## config.mk

```make
export PLATFORM = sky130hd
export DESIGN_NAME = parallel_to_serial
export DESIGN_NICKNAME = d
export VERILOG_FILES = /design/src/rtl/parallel_to_serial.sv
export SDC_FILE = /design/constraint.sdc
export NUM_CORES = 1
export LEC_CHECK = 0
export ABC_AREA = 0
export BUFFER_PORTS_ARGS = -buffer_cell sky130_fd_sc_hd__buf_4
export CORE_ASPECT_RATIO = 1.25
export CORE_MARGIN = 5
export CORE_UTILIZATION = 40
export CTS_CLUSTER_DIAMETER = 60
export CTS_CLUSTER_SIZE = 8
export DETAILED_ROUTE_END_ITERATION = 10
export GPL_TIMING_DRIVEN = 0
export PLACE_DENSITY_LB_ADDON = 0.15
export REMOVE_ABC_BUFFERS = 1
export SYNTH_ARGS = -nofsm -noshare
export SYNTH_HDL_FRONTEND = slang
export SYNTH_SLANG_ARGS = --single-unit
export TNS_END_PERCENT = 10
```

## constraint.sdc

```tcl
create_clock -name clk -period 1.25 [get_ports clk]
set_input_delay 0.125 -clock clk [delete_from_list [all_inputs] [get_ports clk]]
set_output_delay 0.125 -clock clk [all_outputs]
set_load 0.03 [all_outputs]
```

## src/rtl/parallel_to_serial.sv

```systemverilog
// LSB-first parallel-to-serial shifter with a one-word holding buffer so frames stream without gap bits.
// Optional PTS_PARITY_EN appends an even-parity bit to every frame.
module parallel_to_serial #(
   parameter int N = 8
) (
   input  logic         clk,
   input  logic         reset,
   input  logic [N-1:0] data_in,
   input  logic         load,
   output logic         ready,
   output logic         data_out,
   output logic         data_valid,
   output logic         busy,
   output logic         empty_tick
);

`ifdef PTS_PARITY_EN
   localparam int FRAME_LEN = N + 1;
`else
   localparam int FRAME_LEN = N;
`endif
   localparam int CW = $clog2(N + 1);

   typedef enum logic {IDLE, SHIFT} state_t;

   state_t               state;
   logic [FRAME_LEN-2:0] shreg;   // bits still to send after the one on data_out
   logic [CW-1:0]        bit_cnt;
   logic [N-1:0]         buf_q;
   logic                 buf_valid;

   logic [N-1:0]         ld_word;
   logic [FRAME_LEN-1:0] ld_frame;
   logic                 last_bit;

   // A buffered word always wins over data_in; in IDLE the buffer is empty.
   assign ld_word  = buf_valid ? buf_q : data_in;
`ifdef PTS_PARITY_EN
   assign ld_frame = {^ld_word, ld_word};
`else
   assign ld_frame = ld_word;
`endif
   assign last_bit = (bit_cnt == CW'(FRAME_LEN - 1));
   assign ready    = ~buf_valid;
   assign busy     = data_valid;

   always_ff @(posedge clk) begin
      if (reset) begin
         state      <= IDLE;
         shreg      <= '0;
         bit_cnt    <= '0;
         buf_q      <= '0;
         buf_valid  <= 1'b0;
         data_out   <= 1'b0;
         data_valid <= 1'b0;
         empty_tick <= 1'b0;
      end else begin
         case (state)
            IDLE: begin
               if (load) begin
                  state      <= SHIFT;
                  data_out   <= ld_frame[0];
                  shreg      <= ld_frame[FRAME_LEN-1:1];
                  bit_cnt    <= '0;
                  data_valid <= 1'b1;
                  empty_tick <= 1'b0;
               end else begin
                  data_out   <= 1'b0;
                  data_valid <= 1'b0;
                  empty_tick <= 1'b0;
               end
            end
            SHIFT: begin
               if (!last_bit) begin
                  data_out   <= shreg[0];
                  shreg      <= shreg >> 1;
                  bit_cnt    <= bit_cnt + 1'b1;
                  empty_tick <= (bit_cnt == CW'(FRAME_LEN - 2));
                  if (load && !buf_valid) begin
                     buf_q     <= data_in;
                     buf_valid <= 1'b1;
                  end
               end else if (buf_valid || load) begin
                  // Next frame starts right behind the last bit: no gap.
                  data_out   <= ld_frame[0];
                  shreg      <= ld_frame[FRAME_LEN-1:1];
                  bit_cnt    <= '0;
                  buf_valid  <= 1'b0;
                  empty_tick <= 1'b0;
               end else begin
                  state      <= IDLE;
                  data_out   <= 1'b0;
                  data_valid <= 1'b0;
                  empty_tick <= 1'b0;
                  shreg      <= '0;
                  bit_cnt    <= '0;
               end
            end
            default: state <= IDLE;
         endcase
      end
   end

endmodule

```

Word level (Yosys, flattened, before mapping)
Cells that the tools add are included.
W data, S select, Z words.
{ "word_totals": {"ff_bits": 24, "output_inout_bits": 5} }
{ "classes": {"n_addsub": 1, "n_eq_ne": 6, "muxes": 24, "bitwise": 3, "n_reduce_logical": 7} }
{ "op_table": {"columns": ["operator", "count"], "rows": [
  ["$mux W7", 3],
  ["$pmux W7 S2", 1],
  ["$mux W1", 12],
  ["$eq A4 B3 Y1 const B", 2],
  ["$mux W4", 2],
  ["$mux W8", 1],
  ["$pmux W1 S2", 4],
  ["$pmux W4 S2", 1],
  ["$reduce_and A3 Y1", 2],
  ["$add A4 B1 Y4 const B", 1],
  ["$ne A2 B1 Y1 const B", 2],
  ["$ne A2 B2 Y1 const B", 2],
  ["$not A1 Y1", 3],
  ["$reduce_and A2 Y1", 1],
  ["$reduce_bool A2 Y1", 1],
  ["$logic_and A1 B1 Y1", 1],
  ["$logic_not A1 Y1", 1],
  ["$logic_or A1 B1 Y1", 1]
]} }

Depth between registers and ports, before layout
Gate-level depths: netlist (run 1).
{ "logic_depth": {"depth_word": 4, "depth_mapped": 6, "ltp_nobuf": 5} }

Least setup slack after synthesis (run 1)
Ideal clock, no wire load.
{ "synth_path": {"kind": "flip-flop to flip-flop", "from": "register bit_cnt[0]", "to": "register shreg[0]", "setup_time_ns": 0.070, "arrival_time_ns": 1.274, "required_time_ns": 1.180, "slack_ns": -0.094, "path_stages_with_launch": 6, "path_buffers": 1, "period_less_slack_ns": 1.344, "path_cell_list": "dfxtp_1 ha_1 nand3b_2 buf_6 a211o_1 a21oi_1"} }
{ "synth_via": {"elab_chain_cells": 3} }
{ "synth_rtl": {"columns": ["element", "line", "text"], "rows": [
  ["start: declaration", "28", "logic [CW-1:0] bit_cnt;"],
  ["start signal: assignment", "77", "bit_cnt <= bit_cnt + 1'b1;"],
  ["$eq A4 B3 Y1", "43", "assign last_bit = (bit_cnt == CW'(FRAME_LEN - 1));"],
  ["$mux W7", "74", "if (!last_bit) begin"],
  ["$pmux W7 S2", "58", "case (state)"],
  ["end signal: assignment", "63", "shreg <= ld_frame[FRAME_LEN-1:1];"],
  ["end signal: assignment", "76", "shreg <= shreg >> 1;"],
  ["end signal: assignment", "86", "shreg <= ld_frame[FRAME_LEN-1:1];"],
  ["end: declaration", "27", "logic [FRAME_LEN-2:0] shreg;"]
]} }
No other way between the ends.
A chain may end at the register's enable or synchronous reset.

Worst setup path in the final report (run 1)
{ "layout_path": {"from": "register bit_cnt[1]", "to": "register shreg[1]"} }
The elaborated chain is that of the path after synthesis.

==> results of run 1 <==
-- state kept, by name (all words and copies together) (netlist names) --
name	count
busy	1
data_out	1
shreg	7
empty_tick	1
state	1
bit_cnt	4
buf_q	8
buf_valid	1
-- cells in the final DEF (no fill, tap or decap), types with 2 or more instances in the layout --
cell type / instances
a211o_1: 5
a211oi_1: 2
a21oi_1: 21
a22o_1: 2
a32oi_1: 4
and3b_2: 2
buf_12: 2
buf_4: 20
clkbuf_4: 3
dfxtp_1: 19
dfxtp_4: 5
inv_1: 4
mux2i_1: 5
nand2_1: 3
nand3_1: 12
nand3b_1: 4
nand3b_4: 2
nor2_1: 2
nor2b_1: 2
o211ai_1: 2
o21ai_0: 3
o21ai_1: 5
-- tightest hold or removal path: cells and delay by family --
family,cells,cell delay [ns]
buffers and inverters,1,0.11
and+or+nand+nor,1,0.06
AOI/OAI and AO/OA,1,0.05
-- per-layer routing --
| metal | up-vias | global-route usage | share of wire |
|---|---|---|---|
| met1 | 504 | 0.183 | 0.42 |
| met5 | - | 0 | 0 |
| met4 | 0 | 0.0453 | 0.012 |
| li1 | 530 | - | - |
| met2 | 28 | 0.247 | 0.50 |
| met3 | 4 | 0.0237 | 0.064 |
-- power by group through the flow --
| stage | clock network [µW] | logic, µW | registers (µW) |
|---|---|---|---|
| 2_1_floorplan | 0 | 100 | 868 |
| 3_3_place_gp | 0 | 186 | 867 |
| 3_5_place_dp | 0 | 191 | 869 |
| 4_1_cts | 344 | 202 | 851 |
| 5_1_grt | 379 | 228 | 861 |
| 6_report | 339 | 207 | 853 |
-- metrics by stage --
step / cell area, µm² / instances / total power [µW]
floorplan: 1100 / 119 / 968
global placement: 1260 / 170 / 1050
detailed placement: 1260 / 170 / 1060
CTS: 1360 / 177 / 1400
global route: 1470 / 183 / 1470
finish: 1470 / 183 / 1400
-- worst paths after layout --
check	depth (start not counted)	to	from
hold / removal	3	buf_q[0]	data_in[0]
setup / recovery	4	shreg[1]	bit_cnt[1]
hold reg to reg	2	shreg[6]	shreg[6]
setup reg to reg	4	shreg[1]	bit_cnt[1]
-- kinds of logic after synthesis --
group / count (synthesis)
adder cells (fa/ha/maj): 2
buffers and inverters: 19
AO/OA/AOI/OAI: 49
flip-flops: 24
AND/OR/NAND/NOR: 35
multiplexers: 5
-- final cells by class --
type | instances | share of cell area
Clock buffer | 3 | 0.0153
Sequential cell | 24 | 0.340
Multi-Input combinational cell | 93 | 0.466
Tap cell | 36 | 0.0307
Inverter | 4 | 0.0102
Timing Repair Buffer | 23 | 0.137
-- repair_timing --
action | CTS | global route
pin swaps | 4 | 9
endpoints found under the setup margin | 25 | 21
gates cloned | 1 | 1
buffers inserted | 3 | 5
resized for setup | 20 | 6
==> flow_metrics.tcl, run 1 <==
set metrics [dict create \
    fin_util 0.508 \
    cts_buffers 3 \
    critPathLaunchType "flip-flop" \
    yosysSeqAreaShare 0.407 \
    synth_commonest_cells "dfxtp_1, a21oi_1, nand3_1" \
    slew_viol_final 0 \
    first_pass_iters 4 \
    yosysMostFrequentCell "dfxtp_1" \
    worstPathCellList "ha_4 -> and3b_2 -> nor3b_2 -> o41ai_1" \
    num-fill-cells 301 \
    synthCells 134 \
    ir_drop_v 0.000664 \
    hold_slack_ns 0.0703 \
    cts_root_buf "clkbuf_4" \
    synth_edf_count 0 \
    endpoint_kind "flip-flop" \
    grt-ovfl-total 0 \
    vias 1066 \
    clk_latency_ns 0.31 \
    pwr-share-comb 0.148 \
    switchingPower_uw 386 \
    grt_pass1_vias 993 \
    synth_top_family_by_area "compound AO/OA/AOI/OAI gates" \
    clock_sinks 24 \
    grt_pass1_wl_mm 4.74 \
    cts_max_path_buffers 2 \
    sw_frac_of_total 0.276 \
    drive_gt1_frac 0.286 \
    cp.required_ns 1.47 \
    synth_cell_type_count 33 \
    power_density_nw_per_um2 954 \
    critPathSlowestCell "dfxtp_4" \
    synth_top_area_share 0.407 \
    path_clk_slew_ns 0.13 \
    fmax_mhz 729 \
    seqPwrFrac 0.610 \
    antenna_left 0 \
    clockPowerShare 0.242 \
    finalHoldViolCount 0 \
    worst_slew_pin_slew_ns 0.355 \
    hold_buffers 0 \
    crit_path_max_fanout 8 \
    setup_tns_ns -0.579 \
    period_share 1.10 \
    grt_max_degree 35 \
    outcome "finished, violations left" \
    syn_avg_cell_area_um2 8.81 \
    yosys.area_share.simple 0.188 \
    timing.critical_path.buf_inv 0 \
    initial_core_util 0.409 \
    core_um2 2890 \
    routabilityCongestion 0.735 \
    io_pins 16 \
    async_flop_share 0 \
    pre_cts_slack_ns -0.739 \
    area_growth_pct 24.3 \
    violations "negative setup slack" \
    setup_slack_ns -0.121 \
    synth-main-ff-cell "dfxtp_1" \
    dieArea_um2 4150 \
    dp_hpwl_mm 1.67 \
    p_leak_uw 0.000595 \
    ys_warn_count 0 \
    max_cap_violations 0 \
    grtUsageTotal 0.145 \
    regArea_um2 499 \
    wl_mm 2.98 \
    ys_ff_latch 24 \
    drt_iter0_markers 37 \
    cp.arrival_ns 1.59 \
    drc 0 \
    period_minus_slack_ns 1.37 \
    hp-class "in2reg" \
    intPower_uw 1010 \
    nets 162 \
    htree_levels 1 \
    slowest_delay_ns 0.39 \
    maxSlewHeadroom 0.764 \
    port_buffers 15 \
    synthesis.area_um2 1180 \
    synthAdderAreaFrac 0.0212 \
    setup_viol 11 \
    synth_area_leaders "dfxtp_1, a21oi_1, nand3_1" \
    cp_top_family "flip-flops" \
    chipHeight_um 70.8 \
    muxShareOfSynthArea 0.0424 \
    rsz0062_at_grt "yes" \
    yosys.area.top_type "dfxtp_1" \
    synth-xor-area-share 0 \
    rows 22 \
    reg2reg_slack_ns -0.12 \
    die_w_um 58.6 \
    synth_compound_area_frac 0.263 \
    multi_input_area_um2 684 \
    fin_worst_skew_ns 0.00642 \
    drt-wirelength-per-cell_um 16.3 \
    tritoncts "yes" \
    viasPerCell 5.83 \
    worstSetupPathType "reg2reg" \
    diodes 0 \
    antenna_found_initial 0 \
]
No activity file was read; power rests on OpenSTA's default activity.
==> run 2: changes to the inputs <==
clock period = 1.55 ns   (was 1.25 ns; I/O delays follow)
==> run 2 against run 1 <==
The flow now finishes without violations. Cell area decreased by 9.9%. Utilization decreased by 5.0 points. Global-route usage decreased by 0.073 points. Sequential power decreased by 19%. Worst setup slack improved by 0.25 ns. Critical endpoint is now shreg[0]. Highest routed layer unchanged.
==> flow_metrics.tcl, run 2 (same netlist as run 1, synthesis figures left out) <==
set metrics [dict create \
    rsz0062_at_grt "no" \
    period_share 0.915 \
    grt_max_degree 35 \
    largest_reg_flops 8 \
    final_cell_mix "a21oi_1, dfxtp_1, buf_4, nand3_1, o21ai_0" \
    maxSlewHeadroom 0.714 \
    num-fill-cells 321 \
    top_register "buf_q" \
    clock_sinks 24 \
    worstPathCellList "ha_4 -> nand3b_2 -> a32oi_1 -> a21oi_1" \
    io_pins 16 \
    slowest_delay_ns 0.44 \
    cp.required_ns 1.76 \
    diodes 0 \
    cts_buffers 3 \
    intPower_uw 811 \
    cp_top_family "flip-flops" \
    hp-class "in2reg" \
    r2r_cells 4 \
    htree_levels 1 \
    grtUsageTotal 0.144 \
    area_growth_pct 12.0 \
    pwr-share-comb 0.138 \
    cts_max_path_buffers 2 \
    outcome "finished clean" \
    port_buffers 15 \
    ir_drop_v 0.000530 \
    critPathSlowestCell "dfxtp_1" \
    timing.critical_path.buf_inv 0 \
    core_um2 2890 \
    hold_buffers 0 \
    critPathLaunchType "flip-flop" \
    rows 22 \
    path_clk_slew_ns 0.13 \
    hold_slack_ns 0.0998 \
    cts_root_buf "clkbuf_4" \
    max_cap_violations 0 \
    dp_hpwl_mm 1.67 \
    fin_worst_skew_ns 0.00637 \
    initial_core_util 0.409 \
    drive_gt1_frac 0.188 \
    period_minus_slack_ns 1.42 \
    clk_latency_ns 0.31 \
    wl_mm 2.78 \
    power_density_nw_per_um2 844 \
    p_leak_uw 0.000497 \
    antenna_found_initial 0 \
    drt_iter0_markers 28 \
    drt-wirelength-per-cell_um 16.0 \
    dieArea_um2 4150 \
    grt_pass1_wl_mm 4.71 \
    routabilityCongestion 0.735 \
    worst_slew_pin_slew_ns 0.428 \
    switchingPower_uw 305 \
    drc 0 \
    sw_frac_of_total 0.273 \
    fin_area_um2 1320 \
    clockPowerShare 0.245 \
    fmax_mhz 705 \
    cp_num_cells 4 \
    slew_viol_final 0 \
    endpoint_kind "flip-flop" \
    grt_pass1_vias 1000 \
    hold_path_depth 3 \
    tritoncts "yes" \
    grt-ovfl-total 0 \
    placed_cell_area_um2 1260 \
    worstSetupPathType "reg2reg" \
    vias 1028 \
    viasPerCell 5.91 \
    finalHoldViolCount 0 \
    die_w_um 58.6 \
    largestRegisters "buf_q: 8 flops, shreg: 7 flops, bit_cnt: 4 flops" \
    crit_path_max_fanout 12 \
    nets 153 \
    setup_viol 0 \
    first_pass_iters 4 \
    seqPwrFrac 0.617 \
    cp.arrival_ns 1.63 \
    antenna_left 0 \
    chipHeight_um 70.8 \
]
run 2: power groups by stage:
stage / combinational, µW / clock [µW] / sequential, µW
after floorplan: 81.0 / 0 / 700
after global placement: 150 / 0 / 699
after detailed placement: 154 / 0 / 701
after CTS: 154 / 278 / 687
after global routing: 171 / 306 / 695
final: 153 / 273 / 689
run 2: layout make-up:
type / instances / area (µm²) / area share
multi-input combinational: 92 / 642 / 0.485
timing repair buffer: 15 / 113 / 0.0851
clock buffer: 3 / 22.5 / 0.0170
inverter: 4 / 15.0 / 0.0114
sequential: 24 / 485 / 0.367
tap: 36 / 45.0 / 0.0341
run 2: worst paths after layout:
kind	start	endpoint	slack, ns
max reg2reg	bit_cnt[0]	shreg[0]	0.13
min	data_in[0]	buf_q[0]	0.1
min reg2reg	shreg[6]	shreg[6]	0.47
max	bit_cnt[0]	shreg[0]	0.13
run 2: per-stage QoR:
stage          power, µW  TNS [ns]  worst slack, ns  std cells  utilization
2_1_floorplan        781         0           0.0250        119            -
3_3_place_gp         849     -6.41           -0.423        170        0.436
3_5_place_dp         855     -6.54           -0.439        170        0.436
4_1_cts             1120         0           0.0462        174        0.453
5_1_grt             1170         0           0.0194        174        0.458
6_report            1120         0            0.132        174        0.458
run 2: worst register-to-register path, stage by stage, from the launching register on:
cell	delay (ns)
dfxtp_1	0.44
ha_4	0.23
nand3b_2	0.28
a32oi_1	0.29
a21oi_1	0.08
run 2: metal layers:
metal / track usage / wire length (µm) / vias up
met4: 0.0453 / 18 / 0
met5: 0 / 0 / -
met2: 0.248 / 1400 / 18
met1: 0.180 / 1230 / 500
met3: 0.0237 / 133 / 2
li1: - / - / 508
run 2: timing repair:
item / 4_1_cts / 5_1_grt
pin swaps: 0 / 1
setup endpoints to repair: 21 / 6
gates resized for setup: 5 / 2
setup buffers: 0 / 0
cloned: 1 / 0
